[src/rtl/re_lod_norm_pipe.sv]
// Two-stage leading-one detector and mantissa normaliser producing Mitchell log2 (k, frac).
// Optional round-half-up of the fraction is enabled by defining RE_LOD_ROUND_EN.
module re_lod_norm_pipe #(
    parameter int WIDTH  = 32,
    parameter int K_W    = $clog2(WIDTH),
    parameter int FRAC_W = 8,
    parameter int TAG_W  = 4
) (
    input  logic              clk,
    input  logic              rst_n,
    input  logic              in_valid,
    output logic              in_ready,
    input  logic [WIDTH-1:0]  in_num,
    input  logic [TAG_W-1:0]  in_tag,
    output logic              out_valid,
    input  logic              out_ready,
    output logic [K_W-1:0]    out_k,
    output logic [FRAC_W-1:0] out_frac,
    output logic              out_zero,
    output logic [TAG_W-1:0]  out_tag
);

    function automatic logic [K_W-1:0] lead_one(input logic [WIDTH-1:0] n);
        logic [K_W-1:0] k;
        k = '0;
        for (int i = 0; i < WIDTH; i++) begin
            if (n[i]) k = K_W'(i);
        end
        return k;
    endfunction

    // Shift the leading one to the MSB; the FRAC_W bits beneath it are the fraction.
    function automatic logic [FRAC_W-1:0] trunc_frac(input logic [WIDTH-1:0] n,
                                                     input logic [K_W-1:0]   k);
        logic [WIDTH-1:0] t;
        t = n << (K_W'(WIDTH - 1) - k);
        return t[WIDTH-2 -: FRAC_W];
    endfunction

`ifdef RE_LOD_ROUND_EN
    localparam int GIDX = (WIDTH - 2 - FRAC_W >= 0) ? (WIDTH - 2 - FRAC_W) : 0;

    function automatic logic guard_bit(input logic [WIDTH-1:0] n,
                                       input logic [K_W-1:0]   k);
        logic [WIDTH-1:0] t;
        t = n << (K_W'(WIDTH - 1) - k);
        return t[GIDX];
    endfunction

    // Carry out of the fraction bumps k; at the top index the result saturates instead.
    function automatic logic [K_W+FRAC_W-1:0] round_half_up(input logic [K_W-1:0]    k,
                                                            input logic [FRAC_W-1:0] frac,
                                                            input logic              guard);
        logic [FRAC_W:0]  sum;
        logic [K_W-1:0]   k_rnd;
        logic [FRAC_W-1:0] f_rnd;
        sum   = {1'b0, frac} + {{FRAC_W{1'b0}}, guard};
        k_rnd = k;
        f_rnd = sum[FRAC_W-1:0];
        if (sum[FRAC_W]) begin
            if (k == K_W'(WIDTH - 1)) begin
                f_rnd = '1;
            end else begin
                k_rnd = k + K_W'(1);
                f_rnd = '0;
            end
        end
        return {k_rnd, f_rnd};
    endfunction
`endif

    logic              vld_p1, vld_p2;
    logic [WIDTH-1:0]  num_p1;
    logic [K_W-1:0]    k_p1, k_p2;
    logic              zero_p1, zero_p2;
    logic [TAG_W-1:0]  tag_p1, tag_p2;
    logic [FRAC_W-1:0] frac_p2;
    logic              s1_load, s2_load;
    logic [K_W-1:0]    k_nxt;
    logic [FRAC_W-1:0] frac_nxt;

    assign s2_load  = vld_p1 & (~vld_p2 | out_ready);
    assign in_ready = ~vld_p1 | s2_load;
    assign s1_load  = in_valid & in_ready;

    always_comb begin
        k_nxt    = k_p1;
        frac_nxt = zero_p1 ? '0 : trunc_frac(num_p1, k_p1);
`ifdef RE_LOD_ROUND_EN
        if (!zero_p1 && (k_p1 > K_W'(FRAC_W))) begin
            {k_nxt, frac_nxt} = round_half_up(k_p1, frac_nxt, guard_bit(num_p1, k_p1));
        end
`endif
    end

    // Stage 1: leading-one index, zero flag and raw operand capture
    always_ff @(posedge clk or negedge rst_n) begin
        if (!rst_n) begin
            vld_p1  <= 1'b0;
            num_p1  <= '0;
            k_p1    <= '0;
            zero_p1 <= 1'b0;
            tag_p1  <= '0;
        end else if (s1_load) begin
            vld_p1  <= 1'b1;
            num_p1  <= in_num;
            k_p1    <= lead_one(in_num);
            zero_p1 <= (in_num == '0);
            tag_p1  <= in_tag;
        end else if (s2_load) begin
            vld_p1  <= 1'b0;
        end
    end

    // Stage 2: normalised fraction and output registers
    always_ff @(posedge clk or negedge rst_n) begin
        if (!rst_n) begin
            vld_p2  <= 1'b0;
            k_p2    <= '0;
            frac_p2 <= '0;
            zero_p2 <= 1'b0;
            tag_p2  <= '0;
        end else if (s2_load) begin
            vld_p2  <= 1'b1;
            k_p2    <= k_nxt;
            frac_p2 <= frac_nxt;
            zero_p2 <= zero_p1;
            tag_p2  <= tag_p1;
        end else if (out_ready) begin
            vld_p2  <= 1'b0;
        end
    end

    assign out_valid = vld_p2;
    assign out_k     = k_p2;
    assign out_frac  = frac_p2;
    assign out_zero  = zero_p2;
    assign out_tag   = tag_p2;

endmodule
[config.mk]
export PLATFORM = sky130hd
export DESIGN_NAME = re_lod_norm_pipe
export DESIGN_NICKNAME = d
export VERILOG_FILES = /design/src/rtl/re_lod_norm_pipe.sv
export SDC_FILE = /design/constraint.sdc
export NUM_CORES = 1
export LEC_CHECK = 0
export CAP_MARGIN = 15
export CORE_MARGIN = 4
export CORE_UTILIZATION = 49
export CTS_CLUSTER_DIAMETER = 60
export CTS_CLUSTER_SIZE = 14
export DETAILED_ROUTE_END_ITERATION = 10
export GPL_TIMING_DRIVEN = 0
export HOLD_SLACK_MARGIN = 0.12
export PLACE_DENSITY = 0.77
export SYNTH_ARGS = -nofsm -noshare
export SYNTH_HDL_FRONTEND = slang
export SYNTH_SLANG_ARGS = --single-unit
[constraint.sdc]
create_clock -name clk -period 1.82 [get_ports clk]
set_input_delay 0.364 -clock clk [delete_from_list [all_inputs] [get_ports clk]]
set_output_delay 0.364 -clock clk [all_outputs]
set_load 0.03 [all_outputs]
Word level (Yosys, flattened, before mapping)

Index checks and enable logic that the tools add are counted.

Output and inout port bits: 20
Bits in registers: 62
Word-level logic and storage cells: 57
Bits of input ports: 40

Reduce and logical (&&, ||, !) cells: 3
Bitwise logic cells: 6
Shift operators: 1
Mux-type cells: 36
Add/subtract/negate cells: 1

Operators by type and width:

| kind                | number |
|---|---|
| $mux 5              | 30 |
| $logic_not 32->1    | 1 |
| $shl 32x5->31       | 1 |
| $mux 8              | 1 |
| $mux 1              | 5 |
| $sub 5x5->5 const A | 1 |
| $reduce_bool 2->1   | 2 |
| $and 1x1->1         | 2 |
| $not 1->1           | 2 |
| $or 1x1->1          | 2 |

Longest topological paths before layout

Gate-level depths: netlist (run 1).

Word-level depth: 31
Depth in mapped cells: 10
Gate-level depth less buffers: 6

Least setup slack after synthesis (run 1)

Ideal clock, no wire load.

Kind: flip-flop to flip-flop
Start: register vld_p2 (netlist: out_valid)
End: register num_p1[22]
Stages on the path, launching flop included: 6
Slack: -414 ps
Path buffers: 2
Period minus slack after synthesis: 2,234 ps
Arrival: 2,110 ps
Data required time: 1,695 ps
Cell sequence: dfrtp_1 nand3b_1 nand2_1 clkbuf_1 buf_1 mux2_2

Cells in the longest elaborated chain, start to end: 5

RTL lines:

| item                   | RTL line | text |
|---|---|---|
| start, declared        | 72       | `logic vld_p1, vld_p2;` |
| start signal, assigned | 118      | `vld_p2 <= 1'b0;` |
| start signal, assigned | 124      | `vld_p2 <= 1'b1;` |
| start signal, assigned | 130      | `vld_p2 <= 1'b0;` |
| $not 1->1              | 82       | `assign s2_load = vld_p1 & (~vld_p2 \| out_ready);` |
| $or 1x1->1             | 82       |  |
| $and 1x1->1            | 82       |  |
| $or 1x1->1             | 83       | `assign in_ready = ~vld_p1 \| s2_load;` |
| net in_ready           | 12       | `output logic in_ready,` |
| $and 1x1->1            | 84       | `assign s1_load = in_valid & in_ready;` |
| end signal, assigned   | 106      | `num_p1 <= in_num;` |
| end, declared          | 73       | `logic [WIDTH-1:0] num_p1;` |

The timed path passes the listed nets, and every way through them passes these cells.
A chain may end at the register's enable or synchronous reset.

Worst setup path in the final report (run 1)

Start: register k_p1[0] (netlist: k_nxt[0])
End: register frac_p2[1] (netlist: out_frac[1])

Cells in the longest elaborated chain, start to end: 3

RTL lines:

| item                   | RTL line | text |
|---|---|---|
| start, declared        | 74       | `logic [K_W-1:0] k_p1, k_p2;` |
| start signal, assigned | 107      | `k_p1 <= lead_one(in_num);` |
| $sub 5x5->5            | 36       | `t = n << (K_W'(WIDTH - 1) - k);` |
| $shl 32x5->31          | 36       |  |
| $mux 8                 | 88       | `frac_nxt = zero_p1 ? '0 : trunc_frac(num_p1, k_p1);` |
| end signal, assigned   | 126      | `frac_p2 <= frac_nxt;` |
| end, declared          | 77       | `logic [FRAC_W-1:0] frac_p2;` |

No other way between the ends.

==> impl_metrics.json, run 1 <==
{
  "vias": 3288,
  "dr.first_iter.drc_count": 208,
  "p_int_mw": 3.365,
  "crit_path_max_fanout": 4,
  "path_common_cell": "mux4_2",
  "place_ws_ns": -0.4358,
  "final_common_cell": "dfrtp_1",
  "num_rows": 31,
  "rsz0062_at_grt": "yes",
  "die_x_um": 95.38,
  "fin_hold_ws_ns": 0.09676,
  "worstSetupPathType": "reg -> reg",
  "ys_types": 47,
  "clock_sinks": 61,
  "ios": 60,
  "layout.nets": 481,
  "seqPwrFrac": 0.354,
  "gr-usage-all-layers": 0.2405,
  "core_um2": 7331,
  "rr_endpoint": "out_frac[1]",
  "reg2reg_depth": 6,
  "final_core_util": 0.6778,
  "setup_slack_ns": -0.2829,
  "cp_slowest_stage_delay_ns": 0.51,
  "insertion_delay_ns": 0.35,
  "cap_violations": 0,
  "gr-total-overflow": 0,
  "final_cell_mix": "dfrtp_1, clkdlybuf4s50_1, nand2_1",
  "cts_max_level": 3,
  "start_util": 0.5103,
  "fin_setup_tns_ns": -1.939,
  "violations": "negative setup slack",
  "max_slew_margin": 0.4723,
  "cp.arrival_ns": 2.34,
  "crit_path_start_kind": "flip-flop",
  "placed_area_um2": 4491,
  "skew_ns": 0.005880,
  "drcViolationCount": 0,
  "die_y_um": 95.38,
  "r2r-start": "k_nxt[0]",
  "path_cells": "buf_6 > buf_12 > mux4_2 > mux4_2 > nand2b_4 > a32o_1",
  "ant_nets": 0,
  "antenna_found_initial": 0,
  "p_leak_nw": 2.066,
  "p_clk_frac": 0.275,
  "worstMarginPinSlew_ns": 0.7915,
  "vdd_drop_max_v": 0.0006105,
  "vias_per_cell": 6.033,
  "slowest_stage": "mux4_2",
  "grt_max_degree": 35,
  "total_power_mw": 4.985,
  "drive_gt1_frac": 0.2780,
  "power_frac_comb": 0.372,
  "finalSetupViolCount": 8,
  "clk_pin_slew_ns": 0.07,
  "clock_path_buffers": 2,
  "gp_congestion": 0.9433,
  "hpwl_um": 7436,
  "hold_violations": 0,
  "rrSetupSlack_ns": -0.28,
  "cts_buffers": 9,
  "area_growth_pct": 32.81,
  "min_period_ns": 2.103,
  "synth_seq_area_share": 0.4080,
  "grt_pass1_vias": 3250,
  "dieArea_um2": 9096,
  "hold_class": "in -> async",
  "end_kind": "flip-flop",
  "final_area_um2": 4969,
  "synthCells": 361,
  "min_period_over_period": 1.155,
  "synth_area_um2": 3741,
  "slew_viol_final": 0,
  "cts_tree": "yes",
  "fin_cells": 545,
  "wl_per_cell_um": 18.88,
  "yosys_warnings": 0,
  "numPortBuffers": 59,
  "cp.required_ns": 2.05,
  "avgSynthCellArea_um2": 10.36,
  "status": "complete, but fails checks",
  "synth_seq_cells": 61,
  "critPathLaunch": "k_nxt[0]",
  "drt_wl_total_um": 10290,
  "hold_buffers": 0,
  "synth_nets": 401,
  "p_switching_mw": 1.620,
  "timing.fmax_mhz": 475.5,
  "p_per_area_nw_per_um2": 1003,
  "grt_pass1_wl_um": 16470,
  "netSwitchingFraction": 0.3250,
  "n_antenna_cell": 0,
  "cts-root-buf": "clkbuf_8",
  "place_inst": 520,
  "dr.pass1.iters": 5
}
## routing by layer
| metal | vias up | wire length (um) | GRT usage |
|---|---|---|---|
| met5 | - | 0 | 0 |
| met4 | 0 | 243 | 0.1007 |
| met3 | 25 | 801 | 0.04736 |
| met2 | 175 | 5029 | 0.3942 |
| met1 | 1586 | 4214 | 0.3118 |
| li1 | 1502 | - | - |
## cells by family (layout without fill, tap and decap cells)
group / Yosys count / after routing / share of synthesized area
multiplexers: 78 / 78 / 0.2786
buffers and inverters: 33 / 118 / 0.04414
flip-flops: 61 / 61 / 0.4080
AND/OR/NAND/NOR: 113 / 113 / 0.1365
AO/OA/AOI/OAI: 76 / 76 / 0.1328
## area by class of cell
class,instances,area [um^2]
Buffer,21,170.2
Clock buffer,12,155.1
Clock inverter,4,70.07
Fill cell,554,2362
Inverter,10,37.54
Multi-Input combinational cell,267,2143
Sequential cell,61,1529
Tap cell,99,123.9
Timing Repair Buffer,71,739.5
## timing repair
action                                  in CTS  in global routing
gates cloned                                 1                  0
pin swaps                                    9                  6
setup buffers                                9                  1
endpoints found under the setup margin      14                 34
gates resized for setup                     19                 27
## cell usage after synthesis, drive strengths merged
| cell type | number | share of area |
|---|---|---|
| and2 | 2 | 0.0040 |
| a32o | 3 | 0.0080 |
| o2bb2ai | 1 | 0.0023 |
| o311ai | 1 | 0.0023 |
| a22oi | 1 | 0.0020 |
| o31ai | 4 | 0.0080 |
| a211oi | 6 | 0.012 |
| mux2i | 22 | 0.059 |
| nand4 | 1 | 0.0017 |
| buf | 11 | 0.022 |
| mux2 | 39 | 0.12 |
| nand2b | 5 | 0.0084 |
| a2111oi | 2 | 0.0097 |
| a32oi | 3 | 0.0070 |
| nor4 | 7 | 0.012 |
| nand2 | 49 | 0.049 |
| inv | 10 | 0.010 |
| o21ai | 22 | 0.029 |
| nor2 | 27 | 0.027 |
| or2 | 1 | 0.0017 |
| nand3b | 1 | 0.0020 |
| or4 | 2 | 0.0040 |
| a31oi | 2 | 0.0033 |
| nor2b | 6 | 0.010 |
| a221oi | 1 | 0.0023 |
| o221ai | 1 | 0.0023 |
| a41oi | 1 | 0.0023 |
| o211ai | 1 | 0.0020 |
| a21oi | 24 | 0.032 |
| and3 | 2 | 0.0033 |
| a221o | 1 | 0.0027 |
| a22o | 1 | 0.0023 |
| a211o | 1 | 0.0023 |
| nand3 | 5 | 0.0067 |
| nor3 | 5 | 0.0067 |
| mux4 | 17 | 0.10 |
| clkbuf | 12 | 0.012 |
| dfrtp | 61 | 0.41 |
## how the worst max path moves through the flow
stage | to | slack (ns) | depth (start not counted)
floorplan | out_frac[6] | -0.10 | 7
global placement | out_valid | -1.78 | 1
detailed placement | num_p1[26] | -0.44 | 6
CTS | out_frac[2] | -0.27 | 9
global route | out_frac[4] | -0.34 | 10
finish | out_frac[1] | -0.28 | 6
## state kept, by name (all words and copies together) (netlist names)
signal / flops
tag_p1: 4
out_frac: 8
k_nxt: 5
out_k: 5
num_p1: 31
vld_p1: 1
out_tag: 4
zero_p1: 1
out_valid: 1
out_zero: 1
## critical path, delay by kind of cell, from the launching register on
kind	cells	cell delay, ns
buf+inv	2	0.25
flops	1	0.34
simple gates	1	0.15
compound gates	1	0.25
mux	2	1.00
## power by group through the flow
stage          Sequential, mW  Combinational (mW)  Clock [mW]
6_report                 1.76                1.85        1.37
5_1_grt                  1.79                1.97        1.47
4_1_cts                  1.74                1.77        1.39
3_5_place_dp             1.77                1.62           0
3_3_place_gp             1.75                1.60           0
2_1_floorplan            1.91               0.895           0
(Power assumes the default switching activity.)
==> inputs of run 2 (changes only) <==
Settings changed: REMOVE_ABC_BUFFERS set to 1.
==> run 2 against run 1 <==
The flow still finishes with violations (negative setup slack). Global-route usage shrank 2.5 points. Utilization shrank 2.8 points. Final area shrank 4.1%. Largest power group is now sequential cells.
==> impl_metrics.json, run 2 (synthesis gave the netlist of run 1 again) <==
{
  "status": "complete, but fails checks",
  "violations": "negative setup slack",
  "crit_path_start_kind": "flip-flop",
  "final_area_um2": 4766,
  "min_period_ns": 2.119,
  "final_common_cell": "dfrtp_1",
  "clock_sinks": 61,
  "area_growth_pct": 27.39,
  "placed_area_um2": 4347,
  "dieArea_um2": 9096,
  "cts_buffers": 9,
  "vias": 3181,
  "vias_per_cell": 6.025,
  "cts-root-buf": "clkbuf_8",
  "cp.arrival_ns": 2.36,
  "clk_pin_slew_ns": 0.08,
  "ant_nets": 0,
  "drcViolationCount": 0,
  "start_util": 0.5103,
  "dr.first_iter.drc_count": 362,
  "wl_per_cell_um": 17.58,
  "numPortBuffers": 59,
  "final_core_util": 0.6501,
  "vdd_drop_max_v": 0.0005554,
  "drt_wl_total_um": 9282,
  "dr.pass1.iters": 6,
  "largest_reg_flops": 31,
  "slew_viol_final": 0,
  "final_cell_mix": "dfrtp_1, clkdlybuf4s50_1, nand2_1",
  "fin_setup_tns_ns": -1.781,
  "rsz0062_at_grt": "yes",
  "grt_max_degree": 48,
  "crit_path_max_fanout": 9,
  "grt_pass1_vias": 3007,
  "finalSetupViolCount": 8,
  "insertion_delay_ns": 0.35,
  "n_antenna_cell": 0,
  "hold_violations": 0,
  "ios": 60,
  "grt_pass1_wl_um": 15000,
  "drive_gt1_frac": 0.2401,
  "layout.nets": 464,
  "die_y_um": 95.38,
  "cts_max_level": 3,
  "hpwl_um": 6242,
  "gr-usage-all-layers": 0.2157,
  "cts_tree": "yes",
  "hold_class": "reg -> reg",
  "clock_path_buffers": 2,
  "antenna_found_initial": 0,
  "gr-total-overflow": 0,
  "p_leak_nw": 1.967,
  "cap_violations": 0,
  "worstSetupPathType": "reg -> reg",
  "num_rows": 31,
  "core_um2": 7331,
  "end_kind": "flip-flop",
  "p_per_area_nw_per_um2": 1030,
  "skew_ns": 0.007352,
  "die_x_um": 95.38,
  "setup_slack_ns": -0.2995,
  "worstMarginPinSlew_ns": 0.6609,
  "largest-register": "num_p1",
  "max_slew_margin": 0.5594,
  "min_period_over_period": 1.165,
  "cp.required_ns": 2.06,
  "gp_congestion": 0.9503,
  "timing.fmax_mhz": 471.8
}
[run 2: changes by cell type in the layout (fill, tap and decap cells not counted), moves of 4 or more]
| cell | change |
|---|---|
| buf_4 | +4 |
| clkbuf_1 | -6 |
| a211oi_1 | +4 |
| clkbuf_2 | -6 |
| a211oi_2 | -4 |
| buf_12 | -5 |
[run 2: per-layer routing]
metal | wire length (um) | vias to the layer above | global-route usage
met5 | 0 | - | 0
met3 | 634 | 24 | 0.04341
met2 | 4396 | 152 | 0.3259
li1 | - | 1466 | -
met1 | 3984 | 1539 | 0.3027
met4 | 266 | 0 | 0.09360
[run 2: area by class of cell]
| class | count | area [um^2] |
|---|---|---|
| Timing Repair Buffer | 75 | 733.2 |
| Multi-Input combinational cell | 267 | 2086 |
| Tap cell | 99 | 123.9 |
| Sequential cell | 61 | 1535 |
| Inverter | 10 | 41.29 |
| Clock inverter | 7 | 122.6 |
| Fill cell | 557 | 2565 |
| Clock buffer | 9 | 123.9 |
[run 2: power by group]
part           internal, mW  total (mW)  leakage (nW)  switching, mW
clock network         0.916        1.51         0.116          0.596
logic                 0.821        1.64          1.14          0.818
registers              1.57        1.76         0.712          0.187
total                  3.31        4.91          1.97           1.60
[run 2: worst paths after layout]
path / endpoint / cells past startpoint / slack (ns) / start
max in group asynchronous: k_nxt[2] / 3 / 0.63 / rst_n
min: tag_p1[3] / 2 / 0.47 / tag_p1[3]
max reg2reg: out_frac[1] / 4 / -0.30 / k_nxt[0]
min in group asynchronous: num_p1[14] / 2 / 0.57 / rst_n
min reg2reg: tag_p1[3] / 2 / 0.47 / tag_p1[3]
max: out_frac[1] / 4 / -0.30 / k_nxt[0]
[run 2: stage by stage]
stage	power (mW)	setup WS [ns]	hold WS, ns	instances
finish	4.911	-0.2995	0.4717	528
global route	5.129	-0.3553	0.5076	528
CTS	4.896	-0.2852	0.4790	528
detailed placement	3.298	-1.146	0.4232	497
global placement	3.265	-1.561	0.4545	496
floorplan	2.742	-1.098	0.06841	338
[run 2: critical path, cell delays in order (launching register included)]
cell,delay [ns]
dfrtp_4,0.53
mux4_2,0.59
mux4_2,0.48
nand2b_4,0.16
a32o_1,0.26
[run 2: timing repair]
action | in CTS | in global routing
cloned | 0 | 0
resized for setup | 10 | 7
setup endpoints to repair | 36 | 11
hold buffers | 1 | 0
endpoints found under the hold margin | 26 | 0
buffers inserted | 14 | 0
